===== src/rtl/booth_mul_iter.sv =====
// booth_mul_iter: iterative radix-4 Booth multiplier returning the full 2*XLEN product.
// Optional MUL_EARLY_EXIT_EN ends RUN once every remaining multiplier digit is zero.
module booth_mul_iter #(
    parameter int XLEN            = 64,
    parameter int STEPS_PER_CYCLE = 1
) (
    input  logic            clk,
    input  logic            rst,
    input  logic            mul_valid,
    output logic            mul_ready,
    input  logic            flush,
    input  logic            mulw,
    input  logic [1:0]      mul_signed,
    input  logic [XLEN-1:0] multiplicand,
    input  logic [XLEN-1:0] multiplier,
    output logic            out_valid,
    input  logic            out_ready,
    output logic [XLEN-1:0] result_hi,
    output logic [XLEN-1:0] result_lo
);

    localparam int PW     = 2 * XLEN;
    localparam int BW     = XLEN + 3;
    localparam int D_FULL = XLEN / 2 + 1;
    localparam int N_FULL = (D_FULL + STEPS_PER_CYCLE - 1) / STEPS_PER_CYCLE;
    localparam int N_W    = (17 + STEPS_PER_CYCLE - 1) / STEPS_PER_CYCLE;
    localparam int CW     = $clog2(N_FULL + 1);
    localparam bit HAS_W  = XLEN > 32;

    localparam logic [1:0] S_IDLE = 2'd0;
    localparam logic [1:0] S_RUN  = 2'd1;
    localparam logic [1:0] S_DONE = 2'd2;

    logic [1:0]      state_q;
    logic [CW-1:0]   cnt_q;
    logic [CW-1:0]   n_lim;
    logic            mulw_q;
    logic [PW-1:0]   a_q;
    logic [BW-1:0]   b_q;
    logic [PW-1:0]   acc_q;
    logic [XLEN-1:0] res_hi_q;
    logic [XLEN-1:0] res_lo_q;

    logic [XLEN-1:0] a_red;
    logic [XLEN-1:0] b_red;
    logic [PW-1:0]   a_ext;
    logic [BW-1:0]   b_ext;
    logic [XLEN-1:0] fin_hi;
    logic [XLEN-1:0] fin_lo;

    logic [PW-1:0]   a_n;
    logic [BW-1:0]   b_n;
    logic [PW-1:0]   acc_n;
    logic [PW-1:0]   sel;
    logic            neg;
    logic            early;
    logic            fin;

    // Word ops squeeze operands to 32 bits first, then re-extend per signedness.
    generate
        if (HAS_W) begin : g_word
            assign a_red = mulw
                ? {{(XLEN-32){mul_signed[1] & multiplicand[31]}}, multiplicand[31:0]}
                : multiplicand;
            assign b_red = mulw
                ? {{(XLEN-32){mul_signed[0] & multiplier[31]}}, multiplier[31:0]}
                : multiplier;
            assign fin_lo = mulw_q
                ? {{(XLEN-32){acc_q[31]}}, acc_q[31:0]}
                : acc_q[XLEN-1:0];
            assign fin_hi = mulw_q
                ? {{(XLEN-32){acc_q[63]}}, acc_q[63:32]}
                : acc_q[PW-1:XLEN];
        end else begin : g_noword
            assign a_red  = multiplicand;
            assign b_red  = multiplier;
            assign fin_lo = acc_q[XLEN-1:0];
            assign fin_hi = acc_q[PW-1:XLEN];
        end
    endgenerate

    assign a_ext = {{XLEN{mul_signed[1] & a_red[XLEN-1]}}, a_red};
    assign b_ext = {{2{mul_signed[0] & b_red[XLEN-1]}}, b_red, 1'b0};

    assign n_lim = mulw_q ? CW'(N_W) : CW'(N_FULL);

`ifdef MUL_EARLY_EXIT_EN
    assign early = (cnt_q != '0) && ((b_q == '0) || (b_q == '1));
`else
    assign early = 1'b0;
`endif

    assign fin = (cnt_q == n_lim) || early;

    always_comb begin
        a_n   = a_q;
        b_n   = b_q;
        acc_n = acc_q;
        sel   = '0;
        neg   = 1'b0;
        for (int i = 0; i < STEPS_PER_CYCLE; i++) begin
            sel = '0;
            neg = 1'b0;
            unique case (b_n[2:0])
                3'b001, 3'b010: sel = a_n;
                3'b011:         sel = a_n << 1;
                3'b100: begin
                    sel = a_n << 1;
                    neg = 1'b1;
                end
                3'b101, 3'b110: begin
                    sel = a_n;
                    neg = 1'b1;
                end
                default:        sel = '0;
            endcase
            acc_n = acc_n + (neg ? ~sel : sel) + PW'(neg);
            a_n   = a_n << 2;
            b_n   = {{2{b_n[BW-1]}}, b_n[BW-1:2]};
        end
    end

    // The extra finalize cycle keeps the word-result mux off the adder path.
    always_ff @(posedge clk) begin
        if (rst) begin
            state_q  <= S_IDLE;
            cnt_q    <= '0;
            mulw_q   <= 1'b0;
            a_q      <= '0;
            b_q      <= '0;
            acc_q    <= '0;
            res_hi_q <= '0;
            res_lo_q <= '0;
        end else begin
            unique case (state_q)
                S_IDLE: begin
                    if (mul_valid && !flush) begin
                        state_q <= S_RUN;
                        cnt_q   <= '0;
                        mulw_q  <= HAS_W && mulw;
                        a_q     <= a_ext;
                        b_q     <= b_ext;
                        acc_q   <= '0;
                    end
                end
                S_RUN: begin
                    if (flush) begin
                        state_q <= S_IDLE;
                        cnt_q   <= '0;
                    end else if (fin) begin
                        state_q  <= S_DONE;
                        res_hi_q <= fin_hi;
                        res_lo_q <= fin_lo;
                    end else begin
                        a_q   <= a_n;
                        b_q   <= b_n;
                        acc_q <= acc_n;
                        cnt_q <= cnt_q + 1'b1;
                    end
                end
                S_DONE: begin
                    if (flush || out_ready) begin
                        state_q <= S_IDLE;
                        cnt_q   <= '0;
                    end
                end
                default: state_q <= S_IDLE;
            endcase
        end
    end

    assign mul_ready = state_q == S_IDLE;
    assign out_valid = state_q == S_DONE;
    assign result_hi = res_hi_q;
    assign result_lo = res_lo_q;

endmodule


===== config.mk =====
export PLATFORM = sky130hd
export DESIGN_NAME = booth_mul_iter
export DESIGN_NICKNAME = d
export VERILOG_FILES = /design/src/rtl/booth_mul_iter.sv
export SDC_FILE = /design/constraint.sdc
export NUM_CORES = 1
export LEC_CHECK = 0
export CAP_MARGIN = 20
export CELL_PAD_IN_SITES_DETAIL_PLACEMENT = 1
export CELL_PAD_IN_SITES_GLOBAL_PLACEMENT = 2
export CORE_MARGIN = 2
export CORE_UTILIZATION = 34
export DETAILED_ROUTE_END_ITERATION = 7
export PLACE_DENSITY = 0.82
export SLEW_MARGIN = 10
export SYNTH_ARGS = -nofsm -noshare
export SYNTH_HDL_FRONTEND = slang
export SYNTH_SLANG_ARGS = --single-unit

===== constraint.sdc =====
create_clock -name clk -period 5.8 [get_ports clk]
set_clock_uncertainty 0.1 [all_clocks]
set_input_delay 1.16 -clock clk [delete_from_list [all_inputs] [get_ports clk]]
set_output_delay 1.16 -clock clk [all_outputs]
set_load 0.1 [all_outputs]

==> key figures, run 1 <==
Logic synthesis
  • Most frequent cell after synthesis: nand2_1
  • Register area share after synthesis: 31.2%
  • Synth cell types: 88
  • Xor and xnor area share after synthesis: 7.59%
  • Top cells by instance count after synthesis: nand2_1, dfxtp_1, a21oi_1
  • Cell count after synthesis: 3915
  • Synth Area in Adders: 6.55%
  • Syn_nets: 4205
  • FFs w/ async S/R, synth: 0%
  • Synth area leaders: dfxtp_1, nand2_1, a21oi_1
  • Top FF cell, synth: dfxtp_1
  • Post-synthesis area per instance: 7.55 µm²
  • Synth warn: 0
  • Cell Area, Synth: 29500 µm²
  • Number of synthesized register bits: 460
  • Post-synth EDFFs: 0
  • Multiplexer area fraction after synthesis: 1.12%
  • Compound-Gate Fraction of Synth Area: 29.1%
  • Yosys top cell area share: 31.2%
  • Main combinational cell family by area after synthesis: compound AO/OA/AOI/OAI gates
  • Synth Area in Simple Gates: 19.9%
  • Synth area leader: dfxtp_1

Clocking
  • TritonCTS clock tree: yes
  • Worst skew pair latency: 0.64 ns
  • Deepest clock path buffer count: 3
  • Root buffer cell: clkbuf_16
  • Clock Pin Slew Worst Setup and Hold Paths: 0.06 ns
  • Num CTS Buffers: 56
  • CTS Sinks: 460
  • Htree depth: 2

Detailed routing
  • # DRC: 0
  • Final WL: 115000 µm
  • Starting DRC count in detailed routing: 1748
  • DRT antenna net count: 0
  • Routed length per instance: 22.2 µm
  • Metal-1 WL: 56200 µm
  • Vias per inst: 5.67
  • Via count: 29.5k
  • Met2 WL: 49200 µm
  • DR top layer: met5
  • WL met3: 6980 µm
  • First-pass DRT Iterations: 5

Final layout
  • Nets@finish: 4284
  • Design area: 35200 µm²
  • Finished Layout Cells: 5203
  • Share of cells above drive strength 1: 5.59%
  • Area Growth Syn to Fin: 19.2%

Placed design
  • GPL Wtd Cong: 0.949
  • Placed cell area: 33200 µm²
  • Pre-CTS setup slack: 0.362 ns
  • Hpwl dp: 84600 µm
  • Placed Instances: 5088
  • Port bufs: 265

Power and ir drop
  • Clock power frac: 42.2%
  • P_int: 6.17 mW
  • Sw Ratio: 31.0%
  • Sequential Power Share: 39.0%
  • Worst ir drop on vdd: 0.194 mV
  • Comb pwr share: 18.8%
  • Pwr dens: 254 nW/µm²
  • NetSw: 2.77 mW
  • Static Leak: 12.5 nW

Setup path
  • Number of cells on the critical path: 17
  • Slowest CP cell: a211oi_1
  • Startpoint Class: flip-flop
  • CP bufs+invs: 1
  • Crit-path leading delay family: compound AO/OA/AOI/OAI gates
  • Max FO, Critical Path: 30
  • Critical Path End Type: flip-flop
  • Arrival @ worst endpoint: 6.05 ns
  • Req. time, crit path: 6.22 ns
  • Crit path kind: reg2reg
  • Critical-path cell list: nor2_1 -> nand2_4 -> buf_4 -> o21ai_0 -> ha_1 -> nand4_1 -> nor3_1 -> nand4_1 -> or3_1 -> a211oi_1 -> or3_1 -> a31o_2 -> a21oi_2 -> o21bai_2 -> a21oi_1 -> xnor2_1 -> o21ai_1
  • Worst path max stage delay: 0.87 ns
  • Worst reg-to-reg path cell count: 17

GRT
  • Total GRT Usage: 24.9%
  • First-pass GRT wire length: 178000 µm
  • Largest net degree at the start of global routing: 194
  • Initial antenna violation count: 18
  • Grt ovf: 0
  • Number of global-route vias before repair: 29.3k

STA
  • WHS: 0.353 ns
  • Fmax: 0.178 GHz
  • Final setup margin: 0.169 ns
  • Setup TNS Final: 0 ns
  • Minimum clock period: 5.63 ns
  • Setup violators final: 0
  • Tcrit/Tclk final: 97.1%
  • Worst-Margin Slew: 1.08 ns
  • Max-slew headroom: 27.7%
  • RSZ-0062 raised after global routing: false
  • Hold Vio Cnt, Final: 0
  • Max-slew violation count: 0

Floorplan
  • Die Wd: 299 µm
  • CORE AREA: 86500 µm²
  • Die area: 89300 µm²
  • # IOs: 266
  • Chip height: 299 µm
  • Starting Density: 34.2%
  • Cell row count: 108

Hold path
  • Hold path depth: 2
  • Min-delay worst type: reg2reg

Run status
  • Outcome: completed

Job
  • Number of max-cap violations: 0
worst paths after layout:
path | start | to | slack [ns]
worst max-delay path | b_q[0]$_SDFFE_PP0P_ | acc_q[113]$_SDFFE_PP0P_ | 0.17
worst min-delay path | b_q[33]$_SDFFE_PP0P_ | b_q[33]$_SDFFE_PP0P_ | 0.35
worst max register to register | b_q[0]$_SDFFE_PP0P_ | acc_q[113]$_SDFFE_PP0P_ | 0.17
worst min register to register | b_q[33]$_SDFFE_PP0P_ | b_q[33]$_SDFFE_PP0P_ | 0.35
metal layers:
| metal | GRT usage [%] | vias up |
|---|---|---|
| met1 | 36.0 | 14400 |
| li1 | - | 14300 |
| met2 | 37.7 | 631 |
| met5 | 0 | - |
| met4 | 6.21 | 30 |
| met3 | 5.09 | 160 |
tightest hold or removal path, delay by kind of cell (launching register included):
family,cells,cell delay (ns)
compound gates,1,0.05
flops,1,0.31
simple gates,1,0.05
metrics by stage:
stage | power [mW] | util, %
after floorplan | 4.63 | -
after global placement | 5.19 | 38.3
after detailed placement | 5.21 | 38.4
after CTS | 9.00 | 40.6
after global routing | 9.33 | 40.7
final | 8.94 | 40.7
layout make-up:
class	count	area, µm²
flip-flops and latches	460	9210
inverters	38	143
clock buffers	79	1630
clock inverters	27	342
diodes	6	15.0
multi-input cells	3106	19100
fillers	10400	51300
repair buffers	332	3330
well taps	1155	1450
state kept, by name, summed over array words and instances, names as in the netlist:
name,cells
result_lo,64
result_hi,64
state_q,2
b_q,67
cnt_q,6
acc_q,128
a_q,128
mulw_q,1
timing repair:
action,CTS,global route
setup endpoints to repair,0,1
hold buffers,0,0
setup buffers,0,0
resized for setup,0,2
cell families (layout without fill, tap and decap cells):
logic type / after synthesis / count (layout)
simple gates: 1361 / 1361
compound gates: 1302 / 1302
flops: 460 / 460
buf+inv: 349 / 476
xor+xnor: 256 / 256
fa+ha+maj: 154 / 154
mux: 33 / 33
other cells: 0 / 6
cells in the final DEF, fill, tap and decap left out, types with 116 or more instances in the layout:
cell type / count
nand2_1: 600
dfxtp_1: 458
a21oi_1: 425
nor2_1: 376
clkdlybuf4s50_1: 263
o21ai_0: 193
a211oi_1: 170
ha_1: 153
xnor2_1: 138
o221ai_1: 131
xor2_1: 116
power by group through the flow:
| stage | Sequential, mW | Combinational (mW) | Clock (mW) |
|---|---|---|---|
| global route | 3.51 | 1.85 | 3.98 |
| floorplan | 3.47 | 1.15 | 0 |
| detailed placement | 3.55 | 1.66 | 0 |
| CTS | 3.48 | 1.67 | 3.85 |
| finish | 3.49 | 1.68 | 3.77 |
| global placement | 3.55 | 1.64 | 0 |
Power figures use the tool's default switching activity.
==> run 2, diff against run 1 <==
ABC_CLOCK_PERIOD_IN_PS = 5800   (was not set)
CAP_MARGIN = not set   (was 20)
==> run 2 against run 1 <==
Against the previous run: non-clock buffer count fell by 4; fmax up 1.9%; flip-flop and latch count stayed put; first-iteration DRC count grew 1.1%; hold slack is essentially flat; worst setup slack better by 0.11 ns; utilization shrank 0.22 points; clock power fell by 4%; global-route usage increased by 0.076 points; power fell by 1.6%; sequential power about the same; critical path depth is the same; largest cell class unchanged.
==> key figures, run 2 (synthesis gave the netlist of run 1 again) <==
Run status
  • Outcome: completed (unchanged)

Setup path
  • Max FO, Critical Path: 30 (unchanged)
  • R2r startpoint: b_q[0]$_SDFFE_PP0P_ (unchanged)
  • Startpoint Class: flip-flop (unchanged)
  • Critical Path End Type: flip-flop (unchanged)
  • Crit path kind: reg2reg (unchanged)
  • Req. time, crit path: 6.21 ns (was 6.22 ns)
  • Critical path origin: b_q[0]$_SDFFE_PP0P_ (unchanged)
  • Arrival @ worst endpoint: 5.94 ns (was 6.05 ns)

Power and ir drop
  • Total power: 8.79 mW (was 8.94 mW)
  • Pwr dens: 251 nW/µm² (was 254 nW/µm²)
  • Worst ir drop on vdd: 0.221 mV (was 0.194 mV)
  • Static Leak: 12.4 nW (was 12.5 nW)

Clocking
  • Worst skew pair latency: 0.64 ns (about the same)
  • CTS Sinks: 460 (unchanged)
  • Post_cts resized: 0 (unchanged)
  • Post-CTS Setup Inserts: 0 (unchanged)
  • TritonCTS clock tree: yes (unchanged)
  • Num CTS Buffers: 56 (unchanged)
  • Htree depth: 2 (unchanged)
  • Hold-fix buffers, CTS: 0 (unchanged)
  • Clock Pin Slew Worst Setup and Hold Paths: 0.06 ns (about the same)
  • Deepest clock path buffer count: 3 (unchanged)
  • Root buffer cell: clkbuf_16 (unchanged)

Floorplan
  • Starting Density: 34.2% (unchanged)
  • Chip height: 299 µm (unchanged)
  • Die Wd: 299 µm (unchanged)
  • Cell row count: 108 (unchanged)
  • CORE AREA: 86500 µm² (unchanged)
  • # IOs: 266 (unchanged)
  • Die area: 89300 µm² (unchanged)

Placed design
  • Port bufs: 265 (unchanged)
  • Pre-CTS setup slack: 0.329 ns (was 0.362 ns)
  • Hpwl dp: 84400 µm (was 84600 µm)
  • GPL Wtd Cong: 0.949 (unchanged)
  • Placed Instances: 5087 (was 5088)

STA
  • Minimum clock period: 5.53 ns (was 5.63 ns)
  • Worst-Margin Slew: 1.20 ns (was 1.08 ns)
  • RSZ-0062 raised after global routing: false (unchanged)
  • Final setup margin: 0.274 ns (was 0.169 ns)
  • Setup violators final: 0 (unchanged)
  • Hold Vio Cnt, Final: 0 (unchanged)
  • Max-slew violation count: 0 (unchanged)
  • Tcrit/Tclk final: 95.3% (was 97.1%)
  • Setup TNS Final: 0 ns (unchanged)
  • Fmax: 0.181 GHz (was 0.178 GHz)
  • Max-slew headroom: 19.9% (was 27.7%)

Detailed routing
  • Final WL: 116000 µm (was 115000 µm)
  • Via count: 29.4k (was 29.5k)
  • DRT antenna net count: 0 (unchanged)
  • Vias per inst: 5.67 (about the same)
  • Routed length per instance: 22.3 µm (was 22.2 µm)
  • First-pass DRT Iterations: 7 (was 5)
  • # DRC: 0 (unchanged)
  • Starting DRC count in detailed routing: 1767 (was 1748)

Final layout
  • Most frequent cells in the layout: nand2_1, dfxtp_1, a21oi_1, nor2_1, clkdlybuf4s50_1 (unchanged)
  • Leading cell type in the layout, fill and taps excluded: nand2_1 (unchanged)
  • Finished Layout Cells: 5192 (was 5203)
  • Biggest registers after layout: a_q (128), acc_q (128), b_q (67) (unchanged)
  • Area Growth Syn to Fin: 18.6% (was 19.2%)
  • Nets@finish: 4280 (was 4284)
  • Share of cells above drive strength 1: 5.45% (was 5.59%)

Hold path
  • Min-delay worst type: reg2reg (unchanged)
  • Hold_sp: b_q[42]$_SDFFE_PP0P_ (was b_q[33]$_SDFFE_PP0P_)

GRT
  • Total GRT Usage: 25.0% (was 24.9%)
  • Number of global-route vias before repair: 29.3k (about the same)
  • Initial antenna violation count: 19 (was 18)
  • Grt ovf: 0 (unchanged)
  • First-pass GRT wire length: 178000 µm (about the same)
  • Largest net degree at the start of global routing: 194 (unchanged)

Job
  • Number of max-cap violations: 0 (unchanged)
run 2: cell count changes in the layout (fill, tap and decap cells not counted), moves of 2 or more:
cell       before  now
buf_8           3    1
diode_2         6    3
bufinv_16       6    4
inv_16          2    0
clkbuf_1       10    8
run 2: worst max-delay path: stages (launching register included):
cell and delay [ns]:
dfxtp_1 0.57, nor2_1 0.15, nand2_4 0.23, buf_4 0.38
o21ai_0 0.26, ha_1 0.54, nand4_1 0.29, nor3_1 0.40
nand4_1 0.19, or3_1 0.34, a211oi_1 0.78, or3_1 0.24
a31o_2 0.20, a21oi_2 0.09, o21bai_2 0.24, a21oi_1 0.13
xnor2_1 0.16, o21ai_1 0.07
run 2: per-stage QoR:
| step | area (µm²) | hold slack, ns | util [%] |
|---|---|---|---|
| floorplan | 29500 | 0.332 | - |
| global placement | 33200 | 0.341 | 38.3 |
| detailed placement | 33200 | 0.347 | 38.3 |
| CTS | 35000 | 0.356 | 40.5 |
| global route | 35000 | 0.375 | 40.5 |
| finish | 35000 | 0.352 | 40.5 |
run 2: worst paths after layout:
check                                 end  slack [ns]  cells after the start
setup / recovery  acc_q[113]$_SDFFE_PP0P_        0.27                     17
hold / removal       b_q[42]$_SDFFE_PP0P_        0.35                      2
setup reg to reg  acc_q[113]$_SDFFE_PP0P_        0.27                     17
hold reg to reg      b_q[42]$_SDFFE_PP0P_        0.35                      2
run 2: metal layers:
metal	up-vias	wire, µm	global-route usage (%)
met5	-	200	0
met4	32	2440	5.79
met3	151	7730	5.70
met2	689	49300	37.9
met1	14300	55900	35.9
li1	14300	-	-
run 2: cell type report:
class	count	area, µm²
Clock inverter	26	277
Inverter	38	143
Clock buffer	76	1600
Multi-Input combinational cell	3106	19100
Sequential cell	460	9210
Antenna cell	3	7.51
Timing Repair Buffer	328	3250
Fill cell	10500	51400
Tap cell	1155	1450
run 2: where the power goes:
part / total, mW / switching, mW / internal (mW)
Sequential: 3.49 / 0.190 / 3.30
Combinational: 1.68 / 1.05 / 0.628
Clock: 3.63 / 1.52 / 2.11
==> run 3, diff against run 2 <==
ABC_CLOCK_PERIOD_IN_PS = not set   (was 5800)
MAX_ROUTING_LAYER = met4   (was not set)
==> run 3 against run 2 <==
Against the previous run: first-iteration DRC count rose by 7.8%; non-clock buffer count rose by 2; via count barely moved; final cell count rose by 0.25%; routed wire length rose by 0.33%.
==> key figures, run 3 (synthesis gave the netlist of run 1 again) <==
GRT
  • Largest net degree at the start of global routing: 190 (was 194)
  • Initial antenna violation count: 16 (was 19)
  • Grt ovf: 0 (unchanged)
  • Number of global-route vias before repair: 29.0k (was 29.3k)
  • Total GRT Usage: 25.8% (was 25.0%)
  • First-pass GRT wire length: 179000 µm (was 178000 µm)

STA
  • Worst-Margin Slew: 1.22 ns (was 1.20 ns)
  • Minimum clock period: 5.51 ns (was 5.53 ns)
  • Fmax: 0.181 GHz (about the same)
  • Hold Vio Cnt, Final: 0 (unchanged)
  • Max-slew headroom: 18.9% (was 19.9%)
  • Setup violators final: 0 (unchanged)
  • Max-slew violation count: 0 (unchanged)
  • Setup TNS Final: 0 ns (unchanged)
  • Final setup margin: 0.287 ns (was 0.274 ns)
  • Tcrit/Tclk final: 95.1% (was 95.3%)
  • WHS: 0.353 ns (was 0.352 ns)
  • RSZ-0062 raised after global routing: false (unchanged)

Power and ir drop
  • Total power: 8.65 mW (was 8.79 mW)
  • Comb pwr share: 19.4% (was 19.1%)
  • Pwr dens: 247 nW/µm² (was 251 nW/µm²)
  • P_int: 5.90 mW (was 6.03 mW)
  • Worst ir drop on vdd: 0.201 mV (was 0.221 mV)
  • Clock power frac: 40.3% (was 41.3%)
  • Sw Ratio: 31.8% (was 31.4%)
  • NetSw: 2.75 mW (was 2.76 mW)
  • Static Leak: 12.4 nW (about the same)
  • Sequential Power Share: 40.3% (was 39.6%)

Placed design
  • Placed Instances: 5089 (was 5087)
  • Pre-CTS setup slack: 0.292 ns (was 0.329 ns)
  • Port bufs: 265 (unchanged)
  • Hpwl dp: 84800 µm (was 84400 µm)
  • GPL Wtd Cong: 0.970 (was 0.949)

Setup path
  • Crit-path leading delay family: compound AO/OA/AOI/OAI gates (was simple AND/OR/NAND/NOR gates)
  • CP bufs+invs: 3 (was 1)
  • Critical Path End Type: flip-flop (unchanged)
  • Req. time, crit path: 6.24 ns (was 6.21 ns)
  • Crit path kind: reg2reg (unchanged)
  • Max FO, Critical Path: 19 (was 30)
  • Slowest CP cell: dfxtp_1 (was a211oi_1)
  • Arrival @ worst endpoint: 5.96 ns (was 5.94 ns)
  • Worst path max stage delay: 0.58 ns (was 0.78 ns)
  • Critical-path cell list: nand2_1 -> nor2_4 -> buf_4 -> a22oi_1 -> o21ai_0 -> ha_1 -> a21oi_1 -> o21ai_0 -> a21oi_1 -> o21ai_0 -> or2_0 -> o211ai_1 -> nand3_1 -> buf_4 -> a211oi_2 -> buf_4 -> a211oi_1 -> a211o_1 -> xor2_1 -> a22o_1 (was nor2_1 -> nand2_4 -> buf_4 -> o21ai_0 -> ha_1 -> nand4_1 -> nor3_1 -> nand4_1 -> or3_1 -> a211oi_1 -> or3_1 -> a31o_2 -> a21oi_2 -> o21bai_2 -> a21oi_1 -> xnor2_1 -> o21ai_1)
  • Startpoint Class: flip-flop (unchanged)

Detailed routing
  • Via count: 29.4k (about the same)
  • Vias per inst: 5.65 (was 5.67)
  • Final WL: 116000 µm (about the same)
  • DRT antenna net count: 0 (unchanged)
  • First-pass DRT Iterations: 5 (was 7)
  • # DRC: 0 (unchanged)
  • Routed length per instance: 22.3 µm (about the same)
  • Starting DRC count in detailed routing: 1905 (was 1767)

Floorplan
  • Die Wd: 299 µm (unchanged)
  • # IOs: 266 (unchanged)
  • Cell row count: 108 (unchanged)
  • Starting Density: 34.2% (unchanged)
  • Chip height: 299 µm (unchanged)
  • Die area: 89300 µm² (unchanged)
  • CORE AREA: 86500 µm² (unchanged)

Clocking
  • CTS Sinks: 460 (unchanged)
  • Deepest clock path buffer count: 3 (unchanged)
  • Htree depth: 2 (unchanged)
  • TritonCTS clock tree: yes (unchanged)
  • Worst skew pair latency: 0.65 ns (was 0.64 ns)
  • Clock Pin Slew Worst Setup and Hold Paths: 0.06 ns (about the same)
  • Root buffer cell: clkbuf_16 (unchanged)
  • Num CTS Buffers: 54 (was 56)

Final layout
  • Most frequent cells in the layout: nand2_1, dfxtp_1, a21oi_1, nor2_1, clkdlybuf4s50_1 (unchanged)
  • Biggest registers after layout: a_q (128), acc_q (128), b_q (67) (unchanged)
  • Nets@finish: 4280 (unchanged)
  • Share of cells above drive strength 1: 5.46% (was 5.45%)
  • Finished Layout Cells: 5205 (was 5192)
  • Leading cell type in the layout, fill and taps excluded: nand2_1 (unchanged)
  • Area Growth Syn to Fin: 18.5% (was 18.6%)

Run status
  • Outcome: completed (unchanged)

Job
  • Number of max-cap violations: 0 (unchanged)

Hold path
  • Min-delay worst type: reg2reg (unchanged)
==> run 3: changes by cell type in the layout (fill, tap and decap cells not counted), moves of 2 or more <==
cell,delta
clkbuf_1,-2
diode_2,+15
clkbuf_8,+5
clkbuf_16,-2
bufinv_16,-3
==> run 3: worst min-delay path: stages, from the launching register on <==
cell	delay (ns)
dfxtp_1	0.31
nand2_1	0.05
a21oi_1	0.05
==> run 3: area by class of cell <==
| cell class | instances | area, µm² |
|---|---|---|
| flip-flops and latches | 460 | 9210 |
| fillers | 10500 | 51500 |
| clock inverters | 21 | 175 |
| multi-input cells | 3106 | 19100 |
| diodes | 18 | 45.0 |
| clock buffers | 77 | 1610 |
| well taps | 1155 | 1450 |
| inverters | 38 | 143 |
| repair buffers | 330 | 3270 |
==> run 3: power groups by stage <==
stage / combinational, mW / clock, mW / sequential (mW)
after floorplan: 1.15 / 0 / 3.47
after global placement: 1.64 / 0 / 3.55
after detailed placement: 1.66 / 0 / 3.55
after CTS: 1.67 / 3.57 / 3.48
after global routing: 1.84 / 3.70 / 3.50
final: 1.68 / 3.49 / 3.48
==> run 3: timing repair <==
item / in CTS / in global routing
hold buffers: 0 / 0
endpoints found under the setup margin: 0 / 3
resized for setup: 0 / 1
buffers inserted: 0 / 0
==> run 3: stage by stage <==
step | instance area, µm² | util [%]
after floorplan | 29500 | -
after global placement | 33200 | 38.4
after detailed placement | 33200 | 38.4
after CTS | 35000 | 40.4
after global routing | 35000 | 40.5
final | 35000 | 40.5
==> run 3: final timing paths <==
check | from | endpoint | slack, ns | depth (start not counted)
min | b_q[38]$_SDFFE_PP0P_ | b_q[38]$_SDFFE_PP0P_ | 0.35 | 2
min reg2reg | b_q[38]$_SDFFE_PP0P_ | b_q[38]$_SDFFE_PP0P_ | 0.35 | 2
max | b_q[0]$_SDFFE_PP0P_ | acc_q[124]$_SDFFE_PP0P_ | 0.29 | 20
max reg2reg | b_q[0]$_SDFFE_PP0P_ | acc_q[124]$_SDFFE_PP0P_ | 0.29 | 20
==> run 3: layer usage <==
metal	up-vias	part of all wire [%]	GRT usage [%]
met2	641	42	37.6
met5	-	0	-
li1	14300	-	-
met4	0	1.8	5.02
met3	105	6.0	4.59
met1	14400	50	37.3
